<file path="config.mk">
export PLATFORM = sky130hd
export DESIGN_NAME = spi_reg_controller
export DESIGN_NICKNAME = d
export VERILOG_FILES = /design/src/rtl/spi_reg_pkg.sv /design/src/rtl/spi_tick_gen.sv /design/src/rtl/spi_reg_controller.sv
export SDC_FILE = /design/constraint.sdc
export NUM_CORES = 1
export LEC_CHECK = 0
export ABC_CLOCK_PERIOD_IN_PS = 2700
export CAP_MARGIN = 20
export CORE_ASPECT_RATIO = 0.6
export CORE_MARGIN = 3
export CORE_UTILIZATION = 53
export CTS_CLUSTER_DIAMETER = 60
export DETAILED_ROUTE_END_ITERATION = 6
export GPL_ROUTABILITY_DRIVEN = 0
export GPL_TIMING_DRIVEN = 1
export MAX_ROUTING_LAYER = met4
export PLACE_DENSITY = 0.84
export SETUP_SLACK_MARGIN = 0.02
export SYNTH_ARGS = -nofsm -noshare
export SYNTH_HDL_FRONTEND = slang
export SYNTH_SLANG_ARGS = --single-unit
</file>
<file path="constraint.sdc">
create_clock -name clk -period 2.7 [get_ports clk]
set_input_delay 0.54 -clock clk [delete_from_list [all_inputs] [get_ports clk]]
set_output_delay 0.54 -clock clk [all_outputs]
set_load 0.02 [all_outputs]
</file>
<file path="src/rtl/spi_reg_pkg.sv">
// Shared constants, register map and FSM state type for the SPI register-frame controller.
package spi_reg_pkg;

    localparam int unsigned FRAME_BITS = 16;
    localparam int unsigned ADDR_W     = 7;
    localparam int unsigned DATA_W     = 8;
    localparam logic        RW_WRITE   = 1'b1;

    localparam logic [ADDR_W-1:0] ADDR_EN_REG_OUT_7_0  = 7'h00;
    localparam logic [ADDR_W-1:0] ADDR_EN_REG_OUT_15_8 = 7'h01;
    localparam logic [ADDR_W-1:0] ADDR_EN_REG_PWM_7_0  = 7'h02;
    localparam logic [ADDR_W-1:0] ADDR_EN_REG_PWM_15_8 = 7'h03;
    localparam logic [ADDR_W-1:0] ADDR_PWM_DUTY_CYCLE  = 7'h04;

    typedef enum logic [2:0] {
        StIdle,
        StSetup,
        StShift,
        StHold,
        StGap
    } state_e;

endpackage

</file>
<file path="src/rtl/spi_tick_gen.sv">
// Free-running divider: one-cycle tick every CLK_DIV enabled cycles, restarted by clear.
module spi_tick_gen #(
    parameter int unsigned CLK_DIV = 4
) (
    input  logic clk,
    input  logic rst,
    input  logic en_i,
    input  logic clr_i,
    output logic tick_o
);

    localparam int unsigned CntW = $clog2(CLK_DIV + 1);
    localparam logic [CntW-1:0] CntMax = CntW'(CLK_DIV - 1);

    logic [CntW-1:0] cnt_q, cnt_d;

    assign tick_o = en_i && (cnt_q == CntMax);

    always_comb begin
        cnt_d = cnt_q;
        if (clr_i || tick_o) begin
            cnt_d = '0;
        end else if (en_i) begin
            cnt_d = cnt_q + 1'b1;
        end
    end

    always_ff @(posedge clk or posedge rst) begin
        if (rst) begin
            cnt_q <= '0;
        end else begin
            cnt_q <= cnt_d;
        end
    end

endmodule

</file>
<file path="src/rtl/spi_reg_controller.sv">
// SPI mode-0 initiator issuing 16-bit {rw, addr, data} register frames, MSB first.
module spi_reg_controller
    import spi_reg_pkg::*;
#(
    parameter int unsigned CLK_DIV = 4
) (
    input  logic              clk,
    input  logic              rst,
    input  logic              start,
    input  logic              rw,
    input  logic [ADDR_W-1:0] addr,
    input  logic [DATA_W-1:0] wdata,
    output logic              busy,
    output logic              done,
    output logic [DATA_W-1:0] rdata,
    output logic              sclk,
    output logic              copi,
    input  logic              cipo,
    output logic              ncs
);

    state_e                  state_q, state_d;
    logic [FRAME_BITS-1:0]   shift_q, shift_d;
    logic [DATA_W-1:0]       rx_q, rx_d;
    logic [DATA_W-1:0]       rdata_q, rdata_d;
    logic [4:0]              bit_q, bit_d;
    logic                    sclk_q, sclk_d;
    logic                    copi_q, copi_d;
    logic                    ncs_q, ncs_d;
    logic                    busy_q, busy_d;
    logic                    done_q, done_d;
    logic                    tick;

    // The divider is held at zero in idle so every phase starts on a fresh CLK_DIV count.
    spi_tick_gen #(
        .CLK_DIV(CLK_DIV)
    ) u_tick_gen (
        .clk   (clk),
        .rst   (rst),
        .en_i  (state_q != StIdle),
        .clr_i (state_q == StIdle),
        .tick_o(tick)
    );

    always_comb begin
        state_d = state_q;
        shift_d = shift_q;
        rx_d    = rx_q;
        rdata_d = rdata_q;
        bit_d   = bit_q;
        sclk_d  = sclk_q;
        copi_d  = copi_q;
        ncs_d   = ncs_q;
        busy_d  = busy_q;
        done_d  = 1'b0;

        unique case (state_q)
            StIdle: begin
                if (start) begin
                    shift_d = {rw, addr, wdata};
                    copi_d  = rw;
                    ncs_d   = 1'b0;
                    busy_d  = 1'b1;
                    bit_d   = '0;
                    state_d = StSetup;
                end
            end
            StSetup: begin
                if (tick) begin
                    state_d = StShift;
                end
            end
            StShift: begin
                if (tick) begin
                    sclk_d = ~sclk_q;
                    if (!sclk_q) begin
                        // Rising edge: only the data byte is captured from the peripheral.
                        if (bit_q >= 5'd8) begin
                            rx_d = {rx_q[DATA_W-2:0], cipo};
                        end
                    end else begin
                        shift_d = {shift_q[FRAME_BITS-2:0], 1'b0};
                        bit_d   = bit_q + 5'd1;
                        copi_d  = shift_q[FRAME_BITS-2];
                        if (bit_q == 5'd15) begin
                            copi_d  = 1'b0;
                            state_d = StHold;
                        end
                    end
                end
            end
            StHold: begin
                if (tick) begin
                    ncs_d   = 1'b1;
                    done_d  = 1'b1;
                    rdata_d = rx_q;
                    state_d = StGap;
                end
            end
            StGap: begin
                if (tick) begin
                    busy_d  = 1'b0;
                    state_d = StIdle;
                end
            end
            default: begin
                state_d = StIdle;
            end
        endcase
    end

    always_ff @(posedge clk or posedge rst) begin
        if (rst) begin
            state_q <= StIdle;
            shift_q <= '0;
            rx_q    <= '0;
            rdata_q <= '0;
            bit_q   <= '0;
            sclk_q  <= 1'b0;
            copi_q  <= 1'b0;
            ncs_q   <= 1'b1;
            busy_q  <= 1'b0;
            done_q  <= 1'b0;
        end else begin
            state_q <= state_d;
            shift_q <= shift_d;
            rx_q    <= rx_d;
            rdata_q <= rdata_d;
            bit_q   <= bit_d;
            sclk_q  <= sclk_d;
            copi_q  <= copi_d;
            ncs_q   <= ncs_d;
            busy_q  <= busy_d;
            done_q  <= done_d;
        end
    end

    assign busy  = busy_q;
    assign done  = done_q;
    assign rdata = rdata_q;
    assign sclk  = sclk_q;
    assign copi  = copi_q;
    assign ncs   = ncs_q;

endmodule

</file>
==> metrics.cfg <==
[pwr]
irDropWorstVdd_uv = 413.6
static-leakage-power_nw = 1.240
totalPowerFinal_mw = 1.276
power.density_nw_per_um2 = 484.1
power.clock.fraction_pct = 40.5
p_int_mw = 1.036
combinationalPowerShare_pct = 3.7
power_switching_share_pct = 18.82
switching_power_mw = 0.2402
part_of_the_total_power_dissipated_in_sequential_elements_pct = 55.7

[setup_path]
setup.worst_path.start = u_tick_gen.cnt_q[0]$_DFFE_PP0P_
worstPathArrival_ns = 2.37
critical_path.startpoint_type = register
timing.critical_path.required_ns = 2.88
critical-path-top-delay-family = simple AND/OR/NAND/NOR gates
critical_path.endpoint_type = register
highest_delay_cell_along_the_critical_path = sky130_fd_sc_hd__nor4b_4
crit_chain = ha_1, ha_1, inv_1, nor4b_4, mux2_2
origin_of_the_critical_flop_to_flop_path = u_tick_gen.cnt_q[0]$_DFFE_PP0P_
critical_path.n_buffers_inverters = 1
worst_path_most_repeated_cell = sky130_fd_sc_hd__ha_1
critical_path_class = register to register
worst_path_largest_cell_delay_ns = 0.61
cp_max_fo = 10

[run_status]
outcome = complete, no violations

[timing]
tightestPinTransition_ns = 0.6354
hold_violations = 0
final.period_utilization_pct = 81.22
timing.slew.headroom_pct = 57.32
final.setup_skew_ns = 0.005137
timing.fmax_mhz = 456.0
setup_violations = 0
tns_ns = 0
unrepaired_setup_endpoints_after_global_routing = no
final_max_slew_viol_count = 0
fin_crit_ns = 2.193

[drt]
dr.pass1.iters = 4
drt-vias-per-instance = 5.597
post_detailed_route_wirelength_per_cell_um = 15.85
drc_errors = 0
postRouteAntennaNets = 0
route.vias.total = 1360
drt_wl_total_um = 3852
drt_first_iter_violations = 70

[final_layout]
layout_utilization_pct = 69.63
final_layout_size_suffix_gt1_share_pct = 32.14
layout_cells_excl_fill = 243
antenna-diode-count = 0
layout.nets = 219
area_growth_pct = 22.29
fillerInstances = 276
multi_input_logic_area_sq_um = 909.6
register_area_sq_um = 1177

[synthesis]
synth_top_cell_area_share_pct = 53.40
synth_top_cell_by_area = sky130_fd_sc_hd__dfrtp_1
share_of_synthesized_flip_flops_with_an_asynchronous_set_or_reset_pct = 100.0
synthDistinctLibCells = 33
ys_ff_latch = 47
syn-cell-area_sq_um = 2156
syn-num-nets = 184
synth_edf_count = 0
syn_inst_count = 160
synth_commonest_cells = 47 x sky130_fd_sc_hd__mux2_2, 46 x sky130_fd_sc_hd__dfrtp_1, 8 x sky130_fd_sc_hd__inv_1
share_of_the_yosys_chip_area_belonging_to_registers_pct = 54.61
yosys_warnings = 0
ys_top_cells_by_area = sky130_fd_sc_hd__dfrtp_1 53%, sky130_fd_sc_hd__mux2_2 25%, sky130_fd_sc_hd__ha_1 2.3%
synth_top_flop_cell = sky130_fd_sc_hd__dfrtp_1
syn-mean-instance-area_sq_um = 13.47
synthMostInstantiatedCell = sky130_fd_sc_hd__mux2_2

[clocking]
postCtsHoldBufs = 0
clock_insertion_delay_worst_skew_ns = 0.29
post_cts_resize_count = 0
cts_buf_count = 5
h_tree_levels = 2
cts_post_setup_buffers_inserted = 0
cts_buffer_depth = 2
clkSlewWorstSetupHoldPaths_ns = 0.08
tritoncts_num_sinks = 47
clock_tree.root_cell = sky130_fd_sc_hd__clkbuf_8
clock_tree_from_tritoncts = yes

[floorplan]
rows = 17
die_area_sq_um = 4894
start_util_pct = 56.94
io_pins = 33
fp.dieH_um = 55.40
core_region_area_sq_um = 3786
dieWidth_um = 88.34

[placed_design]
buffer_ports.inserted = 32
dp_cell_count = 235
place.detailed.hpwl_um = 2791

[global_route]
wire_length_of_the_first_global_routing_pass_um = 6651
grt.overflow.total = 0
grt_max_degree = 48
grt_antenna_before_repair = 0
via_count_of_the_first_global_routing_pass = 1411
global_route_usage_sum_pct = 18.13

[min_path]
worst_hold_startpoint = u_tick_gen.cnt_q[0]$_DFFE_PP0P_
hold_class = register to register

[flow_run]
cap_viol_max_count = 0

per-layer routing:
layer  wire length (um)  GRT usage, %  vias up  part of all wire, %
met4                 27         5.819        0                 0.70
met3                252         5.216        2                  6.5
met2               1786         26.73       41                   46
met5                  0             -        -                    0
li1                   -             -      638                    -
met1               1785         24.29      679                   46
cell families (layout without fill, tap and decap cells):
| logic type | after synthesis | in the layout | synth area share, % |
|---|---|---|---|
| muxes | 49 | 49 | 25.48 |
| DFF | 47 | 47 | 54.61 |
| xor gates and xnor gates | 2 | 2 | 0.8127 |
| and+or+nand+nor | 25 | 25 | 7.777 |
| AOI/OAI and AO/OA | 18 | 18 | 5.804 |
| adders and majority gates | 4 | 4 | 2.322 |
| buffers and inverters | 15 | 51 | 3.192 |
final timing paths:
kind	endpoint	slack, ns	cells after the start
min in group asynchronous	shift_q[12]$_DFFE_PP0P_	0.71	3
worst min register to register	u_tick_gen.cnt_q[0]$_DFFE_PP0P_	0.45	1
worst min-delay path	u_tick_gen.cnt_q[0]$_DFFE_PP0P_	0.45	1
worst max register to register	rx_q[0]$_DFFE_PP0P_	0.51	5
worst max-delay path	rx_q[0]$_DFFE_PP0P_	0.51	5
max in group asynchronous	ncs$_DFFE_PP1P_	1.61	3
stage by stage:
stage	setup WS [ns]	area [sq um]	hold WS [ns]
6_report	0.5070	2636	0.4517
5_1_grt	0.3360	2636	0.4776
4_1_cts	0.4872	2636	0.4561
3_5_place_dp	0.4047	2519	0.4454
3_3_place_gp	0.4882	2519	0.4302
2_1_floorplan	0.7523	2156	0.4192
registers in the layout (all words and copies together), names as in the netlist, 3 cells and up:
register,cells
rx_q,8
u_tick_gen.cnt_q,3
state_q,3
bit_q,5
rdata,8
shift_q,15
cell usage in the layout, fill, tap and decap left out, types with 2 or more instances in the layout:
cell type and n:
sky130_fd_sc_hd__clkdlybuf4s50_1 32, sky130_fd_sc_hd__a21oi_1 3, sky130_fd_sc_hd__and3_1 3, sky130_fd_sc_hd__nand4b_1 2, sky130_fd_sc_hd__clkbuf_8 6, sky130_fd_sc_hd__mux2i_1 2
sky130_fd_sc_hd__ha_1 4, sky130_fd_sc_hd__nor3_1 3, sky130_fd_sc_hd__a21boi_0 2, sky130_fd_sc_hd__nor2b_1 3, sky130_fd_sc_hd__o21ai_0 4, sky130_fd_sc_hd__nor2_1 4
sky130_fd_sc_hd__dfrtp_1 46, sky130_fd_sc_hd__buf_4 3, sky130_fd_sc_hd__nand4_1 2, sky130_fd_sc_hd__mux2_2 47, sky130_fd_sc_hd__nand2_1 4, sky130_fd_sc_hd__inv_1 7
sky130_fd_sc_hd__xnor2_1 2
power groups by stage:
stage	Clock (mW)	Combinational, mW	Sequential, mW
finish	0.517	0.0477	0.711
global placement	0	0.0476	0.725
floorplan	0	0.0152	0.724
global route	0.567	0.0536	0.712
detailed placement	0	0.0491	0.725
CTS	0.530	0.0494	0.711
area by class of cell:
| cell class | instances | share of cell area [%] |
|---|---|---|
| tap | 47 | 2.231 |
| inverter | 8 | 1.139 |
| clock buffer | 6 | 3.132 |
| clock inverter | 2 | 1.329 |
| multi-input combinational | 98 | 34.50 |
| timing repair buffer | 35 | 13.00 |
| sequential | 47 | 44.66 |
(Power assumes the default switching activity.)
